--- config.mk ---
export PLATFORM = sky130hd
export DESIGN_NAME = add_issue_ctrl
export DESIGN_NICKNAME = d
export VERILOG_FILES = /design/src/rtl/add_issue_ctrl.sv
export SDC_FILE = /design/constraint.sdc
export NUM_CORES = 1
export LEC_CHECK = 0
export ABC_AREA = 1
export CORE_MARGIN = 4
export CORE_UTILIZATION = 50
export CTS_CLUSTER_SIZE = 10
export DETAILED_ROUTE_END_ITERATION = 8
export PLACE_DENSITY = 0.74
export SLEW_MARGIN = 0
export SYNTH_ARGS = -nofsm -noshare
export SYNTH_HDL_FRONTEND = slang
export SYNTH_SLANG_ARGS = --single-unit
--- constraint.sdc ---
create_clock -name clk -period 2.3 [get_ports clk]
set_input_delay 0.345 -clock clk [delete_from_list [all_inputs] [get_ports clk]]
set_output_delay 0.345 -clock clk [all_outputs]
set_load 0.005 [all_outputs]
--- src/rtl/add_issue_ctrl.sv ---
// add_issue_ctrl: operand FIFO feeding a serial adder with one op in flight; optional WAIT timeout under ADD_ISSUE_TIMEOUT_EN
module add_issue_ctrl #(
  parameter int FIFO_DEPTH = 4,
  parameter int TIMEOUT_CYC = 15
) (
  input  logic       clk,
  input  logic       rst,
  input  logic       in_valid,
  output logic       in_ready,
  input  logic [7:0] in_a,
  input  logic [7:0] in_b,
  output logic       add_start,
  output logic [7:0] add_a,
  output logic [7:0] add_b,
  input  logic [7:0] add_c,
  input  logic       add_done,
  output logic       res_valid,
  input  logic       res_ready,
  output logic [7:0] res_data,
  output logic       busy
`ifdef ADD_ISSUE_TIMEOUT_EN
  ,
  output logic       timeout_err
`endif
);
  localparam int AW = $clog2(FIFO_DEPTH);
  typedef enum logic [1:0] {IDLE, START, WAIT, GAP} state_t;
  state_t state, state_n;
  logic [7:0] mem_a [FIFO_DEPTH];
  logic [7:0] mem_b [FIFO_DEPTH];
  logic [AW-1:0] wr_ptr, rd_ptr;
  logic [AW:0] count;
  logic full, empty, push, pop, tmo;
  assign full = count == (AW+1)'(FIFO_DEPTH);
  assign empty = count == '0;
  assign in_ready = !full;
  assign push = in_valid && !full;
  assign pop = state == START;
  assign add_start = state == START;
  assign busy = state != IDLE;
`ifdef ADD_ISSUE_TIMEOUT_EN
  localparam int TW = $clog2(TIMEOUT_CYC + 1);
  logic [TW-1:0] tcnt;
  assign tmo = state == WAIT && !add_done && tcnt == TW'(TIMEOUT_CYC - 1);
  // WAIT cycle counter and sticky timeout flag
  always_ff @(posedge clk) begin
    if (rst) begin
      tcnt <= '0;
      timeout_err <= 1'b0;
    end else begin
      tcnt <= (state == WAIT) ? tcnt + 1'b1 : '0;
      if (tmo) timeout_err <= 1'b1;
    end
  end
`else
  assign tmo = 1'b0;
`endif
  // operand storage; contents need no reset since count gates every read
  always_ff @(posedge clk) begin
    if (push) begin
      mem_a[wr_ptr] <= in_a;
      mem_b[wr_ptr] <= in_b;
    end
  end
  // FIFO pointers and occupancy; pointers wrap naturally at power-of-two depth
  always_ff @(posedge clk) begin
    if (rst) begin
      wr_ptr <= '0;
      rd_ptr <= '0;
      count <= '0;
    end else begin
      if (push) wr_ptr <= wr_ptr + 1'b1;
      if (pop) rd_ptr <= rd_ptr + 1'b1;
      if (push && !pop) count <= count + 1'b1;
      else if (pop && !push) count <= count - 1'b1;
    end
  end
  // state register
  always_ff @(posedge clk) begin
    if (rst) state <= IDLE;
    else state <= state_n;
  end
  // next state: issue only when no result is waiting to be consumed
  always_comb begin
    state_n = state;
    unique case (state)
      IDLE: state_n = (!empty && !res_valid) ? START : IDLE;
      START: state_n = WAIT;
      WAIT: state_n = (add_done || tmo) ? GAP : WAIT;
      default: state_n = IDLE;
    endcase
  end
  // operand latch on issue and result capture/handshake
  always_ff @(posedge clk) begin
    if (rst) begin
      add_a <= '0;
      add_b <= '0;
      res_valid <= 1'b0;
      res_data <= '0;
    end else begin
      if (state == IDLE && state_n == START) begin
        add_a <= mem_a[rd_ptr];
        add_b <= mem_b[rd_ptr];
      end
      if (state == WAIT && add_done) begin
        res_data <= add_c;
        res_valid <= 1'b1;
      end else if (tmo) begin
        res_data <= 8'hFF;
        res_valid <= 1'b1;
      end else if (res_ready) begin
        res_valid <= 1'b0;
      end
    end
  end
endmodule
# Yosys cells after proc, flatten, opt, wreduce, memory -nomap -nowiden
# Memory sizes are Yosys's and may differ from the RTL's. A register that Yosys moved wholly into a read port is not among the register bits.
# Cells that the tools add are included.
[classes]
n_eq_ne = 4
n_reduce_logical = 16
mux = 9
n_addsub = 4
[ops]
columns = ["cell", "count"]
rows = [
  ["logical AND 1 bit", 6],
  ["2-to-1 mux 1 bit", 6],
  ["2-to-1 mux 3 bit", 2],
  ["one-hot mux 2 bit (3 select lines)", 1],
  ["nonzero test 2 bit", 3],
  ["zero test 1 bit", 5],
  ["adder 2 x 1 -> 2 bit (second input constant)", 2],
  ["== test 2 x 1 -> 1 bit (second input constant)", 2],
  ["adder 3 x 1 -> 3 bit (second input constant)", 1],
  ["== test 3 bit (second input constant)", 1],
  ["zero test 3 bit", 1],
  ["subtractor 3 x 1 -> 3 bit (second input constant)", 1],
  ["== test 2 bit (second input constant)", 1],
  ["zero test 2 bit", 1],
]
[totals]
n_memories = 2
ramBits = 64
wordCells = 41
reg_bits = 18
input_bits = 29
[mem_list]
columns = ["name", "depth", "word_bits", "rd", "rd_ports_with_merged_regs", "wr", "line", "text"]
rows = [
  ["mem_a", 4, 8, 1, 1, 1, "29", "logic [7:0] mem_a [FIFO_DEPTH];"],
  ["mem_b", 4, 8, 1, 1, 1, "30", "logic [7:0] mem_b [FIFO_DEPTH];"],
]

# Depth between registers and ports, before layout
# Gate-level depths: netlist (run 1).
[depth]
word_depth = 7
ltp_mapped = 12

# Least setup slack after synthesis (run 1)
# No wires, ideal clock.
[synth_path]
path_kind = "reg2reg"
start = "register count[0]"
end = "memory mem_a[0][0] (enable)"
setup_time_ns = 0.389
path_stages_with_launch = 5
arrival_ns = 1.400
path_slack_ns = 0.512
synth_period_minus_slack_ns = 1.788
path_cell_list = "dfxtp_1 -> nor2_1 -> nand2_1 -> nand2_1 -> nor2_1"
[synth_between]
elab_chain_cells = 5
[synth_rtl]
columns = ["element", "line", "text"]
rows = [
  ["from (decl)", "32", "logic [AW:0] count;"],
  ["from (signal assigned)", "74", "if (push && !pop) count <= count + 1'b1;"],
  ["from (signal assigned)", "75", "else if (pop && !push) count <= count - 1'b1;"],
  ["== test 3 bit", "34", "assign full = count == (AW+1)'(FIFO_DEPTH);"],
  ["zero test 1 bit", "-", ""],
  ["named net in_ready", "9", "output logic in_ready,"],
  ["logical AND 1 bit", "37", "assign push = in_valid && !full;"],
  ["2-to-1 mux 1 bit", "60", "if (push) begin"],
  ["2-to-1 mux 1 bit (implied by the code)", "61", "mem_a[wr_ptr] <= in_a;"],
  ["to (decl)", "29", ""],
]
# The timed path passes the listed nets, and every way through them passes these cells.

# Worst setup path in the final report (run 1)
[layout_path]
start = "register state[0]"
end = "output busy"
[layout_between]
elab_chain_cells = 1
[layout_rtl]
columns = ["element", "line", "text"]
rows = [
  ["from (decl)", "28", "state_t state, state_n;"],
  ["from (signal assigned)", "81", "else state <= state_n;"],
  ["nonzero test 2 bit", "40", "assign busy = state != IDLE;"],
  ["to (decl)", "20", "output logic busy"],
]
# Every way passes these cells.

==> impl_metrics.prom, run 1 <==
# TYPE chip_impl_metric gauge
chip_impl_metric{name="detailedPlacementHpwl",unit="um"} 4590
chip_impl_metric{name="synth_xor_xnor_area_share",unit=""} 0.00226
chip_impl_metric{name="post_synth_instance_area",unit="um2"} 3870
chip_impl_metric{name="drt-vias-per-instance",unit=""} 4.83
chip_impl_metric{name="pwr-share-clk",unit=""} 0.202
chip_impl_metric{name="synthSimpleGateAreaFrac",unit=""} 0.137
chip_impl_info{name="critical_path.reg2reg.startpoint",value="state[1]$_SDFF_PP0_"} 1
chip_impl_metric{name="drt_iter0_drc",unit=""} 134
chip_impl_metric{name="max_cap_violations",unit=""} 0
chip_impl_metric{name="die_h",unit="um"} 96.0
chip_impl_metric{name="cts_inserted_buffers",unit=""} 9
chip_impl_metric{name="final.min_clock_period",unit="ns"} 1.91
chip_impl_metric{name="insertedDiodeCount",unit=""} 0
chip_impl_metric{name="critPathRequiredTime",unit="ns"} 1.96
chip_impl_metric{name="grt_usage",unit=""} 0.171
chip_impl_metric{name="fp-row-count",unit=""} 31
chip_impl_metric{name="power.share.combinational",unit=""} 0.345
chip_impl_metric{name="post-route-period-util",unit=""} 0.832
chip_impl_metric{name="crit_path_max_incr_delay",unit="ns"} 0.50
chip_impl_metric{name="clock-sinks",unit=""} 98
chip_impl_metric{name="synth-compound-area-share",unit=""} 0.0932
chip_impl_info{name="min_to",value="count[2]$_SDFFE_PP0P_"} 1
chip_impl_metric{name="synth_warnings",unit=""} 0
chip_impl_metric{name="setup_viol",unit=""} 0
chip_impl_info{name="combinational_family_with_the_most_area_after_synthesis",value="simple AND/OR/NAND/NOR gates"} 1
chip_impl_metric{name="area_growth",unit="%"} 22.1
chip_impl_metric{name="synthesis_stage_register_bit_count",unit=""} 98
chip_impl_info{name="setup.worst_path.end_class",value="output port"} 1
chip_impl_metric{name="first_global_vias",unit=""} 2507
chip_impl_info{name="holdCritPathClass",value="flop to flop"} 1
chip_impl_metric{name="leakage",unit="nW"} 1.82
chip_impl_metric{name="clk_latency",unit="ns"} 0.36
chip_impl_metric{name="clock_tree.htree_level_count",unit=""} 3
chip_impl_metric{name="post_synth.cell_area_avg",unit="um2"} 10.6
chip_impl_info{name="grt_setup_unrepaired",value="false"} 1
chip_impl_metric{name="share_seq_of_total_power",unit=""} 0.453
chip_impl_metric{name="grt_pass1_wl",unit="um"} 11800
chip_impl_metric{name="remaining_drc_errors",unit=""} 0
chip_impl_metric{name="design.portCount",unit=""} 57
chip_impl_metric{name="power.net_switching",unit="mW"} 1.77
chip_impl_info{name="worst_setup_path_start_kind",value="flop"} 1
chip_impl_metric{name="p_sw_frac",unit=""} 0.349
chip_impl_metric{name="final_layout_size_suffix_gt1_frac",unit=""} 0.0718
chip_impl_info{name="worst_r2r_endpoint",value="count[2]$_SDFFE_PP0P_"} 1
chip_impl_metric{name="die_area",unit="um2"} 9210
chip_impl_metric{name="die_w",unit="um"} 96.0
chip_impl_metric{name="synth_nets",unit=""} 405
chip_impl_metric{name="hold_violations",unit=""} 0
chip_impl_metric{name="final_cell_count_no_fill",unit=""} 531
chip_impl_metric{name="post_synth_fa_ha_maj_area_fraction",unit=""} 0.0343
chip_impl_info{name="cts_root_buf",value="sky130_fd_sc_hd__clkbuf_8"} 1
chip_impl_metric{name="initial_core_util",unit=""} 0.525
chip_impl_metric{name="worst_ep_arrival_time",unit="ns"} 1.57
chip_impl_metric{name="core_area",unit="um2"} 7370
chip_impl_info{name="tritoncts",value="yes"} 1
chip_impl_metric{name="post_cts_resize_count",unit=""} 0
chip_impl_info{name="worstSetupPathType",value="flop to output port"} 1
chip_impl_metric{name="synth-seq-area-share",unit=""} 0.673
chip_impl_metric{name="grt_start_max_net_pins",unit=""} 34
chip_impl_metric{name="slew-limit-headroom",unit=""} 0.631
chip_impl_metric{name="dp_cells",unit=""} 515
chip_impl_info{name="critical_path.slowest_cell",value="sky130_fd_sc_hd__clkdlybuf4s50_1"} 1
chip_impl_metric{name="power.ir.vdd_worst",unit="uV"} 512
chip_impl_metric{name="synth.lib_cells_used.distinct",unit=""} 20
chip_impl_metric{name="finalCoreUtilization",unit=""} 0.641
chip_impl_metric{name="number_of_cells_on_the_worst_hold_path",unit=""} 2
chip_impl_metric{name="rrSetupSlack",unit="ns"} 0.49
chip_impl_info{name="result_of_the_run",value="finished clean"} 1
chip_impl_metric{name="avgRoutedWirePerCell",unit="um"} 13.4
chip_impl_metric{name="finalWeightedCongestion",unit=""} 0.724
chip_impl_metric{name="worst_clock_skew_on_the_final_layout",unit="ns"} 0.00702
chip_impl_metric{name="cts.reportedPaths.clkPinSlew",unit="ns"} 0.10
chip_impl_metric{name="post_synth_mux_area_share",unit=""} 0
chip_impl_metric{name="max_clock_freq",unit="MHz"} 523
chip_impl_metric{name="fin_tns_setup",unit="ns"} 0
chip_impl_info{name="min_from",value="count[2]$_SDFFE_PP0P_"} 1
chip_impl_metric{name="synthCells",unit=""} 366
chip_impl_metric{name="crit_path_max_fanout",unit=""} 3
chip_impl_metric{name="fillCellCount",unit=""} 579
chip_impl_metric{name="count_of_hold_fix_buffers_inserted_at_cts",unit=""} 0
chip_impl_metric{name="antenna_found_initial",unit=""} 0
chip_impl_metric{name="drt_pre_antenna_iters",unit=""} 4
chip_impl_metric{name="final_max_slew_violation_count",unit=""} 0
chip_impl_metric{name="final_nets",unit=""} 466
chip_impl_metric{name="drt_wl_total",unit="um"} 7140
chip_impl_info{name="cp-startpoint",value="state[0]$_SDFF_PP0_"} 1
chip_impl_metric{name="detailroute.via_count",unit=""} 2563
chip_impl_metric{name="post_cts.repair.setup_buffers",unit=""} 0
chip_impl_metric{name="maximum_buffer_depth_of_the_clock_tree",unit=""} 2
chip_impl_metric{name="grt_remaining_overflow",unit=""} 0
chip_impl_metric{name="internal-power",unit="mW"} 3.31
chip_impl_metric{name="worst-r2r-cell-count",unit=""} 11
chip_impl_metric{name="route.antenna.remaining_nets",unit=""} 0
chip_impl_metric{name="worstMarginPinSlew",unit="ns"} 0.552
chip_impl_metric{name="portBuffers",unit=""} 56
chip_impl_info{name="worstPathCellList",value="inv_1 -> ha_1 -> inv_2 -> clkdlybuf4s50_1"} 1
chip_impl_metric{name="p_per_area",unit="nW/um2"} 1080
-- sequential cells by signal, indices dropped and copies added (netlist names) --
name,cells
res_data,8
add_b,8
mem_b,32
rd_ptr,2
res_valid,1
mem_a,32
wr_ptr,2
state,2
count,3
add_a,8
-- routing by layer --
layer | part of all wire | track usage
met1 | 0.44 | 0.217
met2 | 0.48 | 0.284
met5 | 0 | 0
met4 | 0.018 | 0.0770
met3 | 0.059 | 0.0313
-- worst max-delay path, delay by kind of cell, from the launching register on --
kind                     cells  cell delay [ns]
adder cells (fa/ha/maj)      1             0.20
flip-flops                   1             0.37
buffers and inverters        3             0.64
-- how the worst max path moves through the flow --
stage	to	slack (ns)	cells past startpoint
global route	busy	0.32	4
detailed placement	count[2]$_SDFFE_PP0P_	0.31	11
finish	busy	0.39	4
global placement	count[2]$_SDFFE_PP0P_	0.36	11
CTS	busy	0.36	4
floorplan	mem_a[0][0]$_DFFE_PP_	0.51	4
-- kinds of logic (layout without fill, tap and decap cells) --
group,after synthesis,after routing
simple gates,137,137
xor+xnor,1,1
buf+inv,52,118
fa+ha+maj,10,10
flops,98,98
compound gates,68,68
-- layout by cell type, fill, tap and decap left out, drive strengths merged --
cell / Yosys / layout
dfxtp: 34 / 34
edfxtp: 64 / 64
o22ai: 16 / 16
nand2: 44 / 44
xor2: 1 / 1
clkdlybuf4s50: 0 / 56
fa: 1 / 1
nor2: 92 / 92
a21oi: 7 / 7
ha: 9 / 9
buf: 13 / 9
inv: 37 / 41
nand3: 1 / 1
clkbuf: 2 / 9
o21ai: 45 / 45
clkinv: 0 / 3
-- power by group through the flow --
stage / Combinational (mW) / Clock [mW] / Sequential, mW
final: 1.75 / 1.03 / 2.30
after global routing: 2.03 / 1.13 / 2.33
after CTS: 1.78 / 1.06 / 2.30
after detailed placement: 1.76 / 0 / 2.34
after global placement: 1.71 / 0 / 2.33
after floorplan: 1.23 / 0 / 2.34
-- synth_stat cells --
master / n / share of area
sky130_fd_sc_hd__nand2_2: 1 / 0.0016
sky130_fd_sc_hd__clkbuf_1: 2 / 0.0019
sky130_fd_sc_hd__inv_1: 33 / 0.032
sky130_fd_sc_hd__nand3_4: 1 / 0.0045
sky130_fd_sc_hd__xor2_1: 1 / 0.0023
sky130_fd_sc_hd__buf_1: 1 / 0.00097
sky130_fd_sc_hd__buf_2: 6 / 0.0078
sky130_fd_sc_hd__buf_4: 4 / 0.0078
sky130_fd_sc_hd__fa_1: 1 / 0.0052
sky130_fd_sc_hd__ha_1: 9 / 0.029
sky130_fd_sc_hd__a21oi_1: 7 / 0.0091
sky130_fd_sc_hd__o22ai_1: 16 / 0.026
sky130_fd_sc_hd__nand2_1: 43 / 0.042
sky130_fd_sc_hd__dfxtp_1: 34 / 0.18
sky130_fd_sc_hd__o21ai_0: 18 / 0.023
sky130_fd_sc_hd__buf_6: 2 / 0.0058
sky130_fd_sc_hd__inv_2: 4 / 0.0039
sky130_fd_sc_hd__edfxtp_1: 64 / 0.50
sky130_fd_sc_hd__nor2_1: 92 / 0.089
sky130_fd_sc_hd__o21ai_1: 27 / 0.035
-- layout make-up --
cell class	instances	area [um2]	share of cell area
Clock buffer	9	124	0.0262
Clock inverter	7	60.1	0.0127
Inverter	37	139	0.0294
Multi-Input combinational cell	216	1030	0.219
Sequential cell	98	2600	0.551
Tap cell	99	124	0.0262
Timing Repair Buffer	65	641	0.136
-- metrics by stage --
stage               worst slack (ns)  power (mW)  area (um2)  hold slack [ns]
floorplan                      0.512        3.57        3870            0.414
global placement               0.359        4.04        4540            0.460
detailed placement             0.312        4.10        4540            0.467
CTS                            0.355        5.14        4720            0.483
global route                   0.317        5.49        4720            0.497
finish                         0.386        5.08        4720            0.483
Power figures use the tool's default switching activity.
==> inputs of run 2 (changes only) <==
==> constraint.sdc (replaced) <==
create_clock -name clk -period 2 [get_ports clk]
set_input_delay 0.3 -clock clk [delete_from_list [all_inputs] [get_ports clk]]
set_output_delay 0.3 -clock clk [all_outputs]
set_load 0.005 [all_outputs]
==> run 2 against run 1 <==
Compared with the run above:
- flip-flop and latch count stayed put
- global-route usage is 0.38 points lower
- critical path type unchanged
- highest routed layer unchanged
- first-iteration DRC count is 56% higher
==> impl_metrics.prom, run 2 (synthesized netlist as in run 1, its figures left out) <==
# TYPE chip_impl_metric gauge
chip_impl_info{name="cts_root_buf",value="sky130_fd_sc_hd__clkbuf_8"} 1
chip_impl_info{name="critical_path.slowest_cell",value="sky130_fd_sc_hd__clkdlybuf4s50_1"} 1
chip_impl_metric{name="cts.reportedPaths.clkPinSlew",unit="ns"} 0.09
chip_impl_info{name="worstSetupPathType",value="flop to output port"} 1
chip_impl_metric{name="final_max_slew_violation_count",unit=""} 0
chip_impl_info{name="worst_setup_path_start_kind",value="flop"} 1
chip_impl_metric{name="drt_iter0_drc",unit=""} 209
chip_impl_metric{name="clock_tree.htree_level_count",unit=""} 3
chip_impl_metric{name="initial_core_util",unit=""} 0.525
chip_impl_metric{name="portBuffers",unit=""} 56
chip_impl_metric{name="leakage",unit="nW"} 1.82
chip_impl_info{name="setup.worst_path.end_class",value="output port"} 1
chip_impl_metric{name="setup_viol",unit=""} 0
chip_impl_metric{name="max_clock_freq",unit="MHz"} 532
chip_impl_info{name="tritoncts",value="yes"} 1
chip_impl_metric{name="route.antenna.remaining_nets",unit=""} 0
chip_impl_info{name="min_from",value="count[2]$_SDFFE_PP0P_"} 1
chip_impl_metric{name="hold_violations",unit=""} 0
chip_impl_metric{name="remaining_drc_errors",unit=""} 0
chip_impl_metric{name="insertedDiodeCount",unit=""} 0
chip_impl_metric{name="design.portCount",unit=""} 57
chip_impl_metric{name="die_h",unit="um"} 96.0
chip_impl_info{name="worst_r2r_endpoint",value="count[2]$_SDFFE_PP0P_"} 1
chip_impl_metric{name="grt_pass1_wl",unit="um"} 11400
chip_impl_info{name="top_usage_layer",value="met2"} 1
chip_impl_info{name="critical_path.reg2reg.startpoint",value="state[1]$_SDFF_PP0_"} 1
chip_impl_metric{name="worst_ep_arrival_time",unit="ns"} 1.58
chip_impl_metric{name="die_w",unit="um"} 96.0
chip_impl_metric{name="finalWeightedCongestion",unit=""} 0.729
chip_impl_metric{name="slew-limit-headroom",unit=""} 0.628
chip_impl_metric{name="clk_latency",unit="ns"} 0.36
chip_impl_metric{name="worstMarginPinSlew",unit="ns"} 0.557
chip_impl_metric{name="grt_start_max_net_pins",unit=""} 34
chip_impl_metric{name="fillCellCount",unit=""} 592
chip_impl_metric{name="fp-row-count",unit=""} 31
chip_impl_metric{name="post-route-cell-area",unit="um2"} 4750
chip_impl_metric{name="dp_cells",unit=""} 517
chip_impl_info{name="grt_setup_unrepaired",value="false"} 1
chip_impl_metric{name="grt_util_met2",unit=""} 0.263
chip_impl_metric{name="number_of_cells_on_the_worst_hold_path",unit=""} 2
chip_impl_metric{name="global_routing_usage_on_met1",unit=""} 0.216
chip_impl_metric{name="count_of_hold_fix_buffers_inserted_at_cts",unit=""} 0
chip_impl_info{name="result_of_the_run",value="finished clean"} 1
chip_impl_metric{name="crit_path_max_fanout",unit=""} 3
chip_impl_info{name="largestRegisters",value="mem_a x32, mem_b x32"} 1
chip_impl_metric{name="clock-sinks",unit=""} 98
chip_impl_metric{name="crit_path_max_incr_delay",unit="ns"} 0.49
chip_impl_metric{name="core_area",unit="um2"} 7370
chip_impl_metric{name="post_cts_resize_count",unit=""} 0
chip_impl_metric{name="final_cell_count_no_fill",unit=""} 533
chip_impl_metric{name="area_growth",unit="%"} 22.7
chip_impl_metric{name="avgRoutedWirePerCell",unit="um"} 13.8
chip_impl_metric{name="drt_wl_total",unit="um"} 7370
chip_impl_metric{name="drt_pre_antenna_iters",unit=""} 4
chip_impl_metric{name="grt_remaining_overflow",unit=""} 0
chip_impl_metric{name="fin_tns_setup",unit="ns"} 0
chip_impl_info{name="holdCritPathClass",value="flop to flop"} 1
chip_impl_info{name="worstPathCellList",value="inv_1 -> ha_1 -> inv_2 -> clkdlybuf4s50_1"} 1
chip_impl_metric{name="detailroute.via_count",unit=""} 2605
chip_impl_metric{name="max_cap_violations",unit=""} 0
chip_impl_metric{name="first_global_vias",unit=""} 2436
chip_impl_metric{name="final_layout_size_suffix_gt1_frac",unit=""} 0.0714
chip_impl_info{name="leading_cell_type_in_the_layout_fill_and_taps_excluded",value="sky130_fd_sc_hd__nor2_1"} 1
chip_impl_metric{name="antenna_found_initial",unit=""} 0
chip_impl_metric{name="worst_clock_skew_on_the_final_layout",unit="ns"} 0.0145
chip_impl_metric{name="post-route-period-util",unit=""} 0.939
chip_impl_metric{name="p_per_area",unit="nW/um2"} 1220
chip_impl_metric{name="post_cts.repair.setup_buffers",unit=""} 0
chip_impl_metric{name="rrSetupSlack",unit="ns"} 0.20
chip_impl_metric{name="drt-vias-per-instance",unit=""} 4.89
chip_impl_metric{name="total_power",unit="mW"} 5.80
chip_impl_metric{name="finalCoreUtilization",unit=""} 0.644
chip_impl_metric{name="die_area",unit="um2"} 9210
chip_impl_metric{name="final_nets",unit=""} 468
chip_impl_info{name="min_to",value="count[2]$_SDFFE_PP0P_"} 1
chip_impl_metric{name="final.min_clock_period",unit="ns"} 1.88
chip_impl_metric{name="cts_inserted_buffers",unit=""} 9
chip_impl_metric{name="power.ir.vdd_worst",unit="uV"} 614
chip_impl_metric{name="critPathRequiredTime",unit="ns"} 1.70
chip_impl_metric{name="worst-r2r-cell-count",unit=""} 11
chip_impl_metric{name="use_met3",unit=""} 0.0383
chip_impl_metric{name="maximum_buffer_depth_of_the_clock_tree",unit=""} 2
chip_impl_info{name="mostFrequentLayoutCells",value="92 x sky130_fd_sc_hd__nor2_1, 64 x sky130_fd_sc_hd__edfxtp_1, 56 x sky130_fd_sc_hd__clkdlybuf4s50_1, 43 x sky130_fd_sc_hd__nand2_1, 34 x sky130_fd_sc_hd__dfxtp_1"} 1
chip_impl_metric{name="detailedPlacementHpwl",unit="um"} 4790
chip_impl_metric{name="grt_usage",unit=""} 0.167
chip_impl_metric{name="placed_area",unit="um2"} 4580
## run 2: cell count changes in the layout (fill, tap and decap cells not counted), sizes merged
| cell | delta |
|---|---|
| inv | -3 |
| clkbuf | +1 |
| clkinvlp | +2 |
| buf | +2 |
## run 2: worst max path at each step
stage	start	to	slack (ns)	cells past startpoint
2_1_floorplan	count[0]$_SDFFE_PP0P_	mem_a[0][0]$_DFFE_PP_	0.21	4
5_1_grt	state[1]$_SDFF_PP0_	count[2]$_SDFFE_PP0P_	0.03	11
4_1_cts	state[0]$_SDFF_PP0_	busy	0.09	4
6_report	state[0]$_SDFF_PP0_	busy	0.12	4
3_3_place_gp	in_valid	count[2]$_SDFFE_PP0P_	0.13	11
3_5_place_dp	in_valid	count[2]$_SDFFE_PP0P_	0.07	11
## run 2: worst max-delay path: cells and delay by family (launching register included)
family	cells	cell delay [ns]
buffers and inverters	3	0.64
DFF	1	0.38
adders and majority gates	1	0.21
## run 2: routing by layer
layer | wire length [um] | part of all wire | vias up
met3 | 485 | 0.066 | 16
met5 | 0 | 0 | -
met4 | 157 | 0.021 | 0
li1 | - | - | 1334
met1 | 3380 | 0.46 | 1178
met2 | 3350 | 0.45 | 77
## run 2: through the flow
stage | hold WS (ns) | setup slack, ns
finish | 0.483 | 0.122
global route | 0.494 | 0.0260
CTS | 0.480 | 0.0933
detailed placement | 0.466 | 0.0657
global placement | 0.460 | 0.128
floorplan | 0.369 | 0.212
## run 2: power by group
part | switching [mW] | internal, mW
Sequential | 0.149 | 2.50
Combinational | 1.20 | 0.846
Clock | 0.653 | 0.453
Total | 2.01 | 3.80
## run 2: layout make-up
cell class,count,area [um2],share of cell area
Clock buffer,10,128,0.0269
Multi-Input combinational cell,216,1030,0.217
Sequential cell,98,2600,0.548
Timing Repair Buffer,67,681,0.143
Clock inverter,6,41.3,0.00870
Tap cell,99,124,0.0261
Inverter,37,139,0.0293
==> inputs of run 3 (changes only) <==
--- a/config.mk
+++ b/config.mk
@@ -11,6 +11,7 @@
 export CTS_CLUSTER_SIZE = 10
 export DETAILED_ROUTE_END_ITERATION = 8
 export PLACE_DENSITY = 0.74
+export SETUP_SLACK_MARGIN = 0.02
 export SLEW_MARGIN = 0
 export SYNTH_ARGS = -nofsm -noshare
 export SYNTH_HDL_FRONTEND = slang
==> results of run 3 <==
Same layout as run 2: the final DEF is identical, and so are final timing and power.
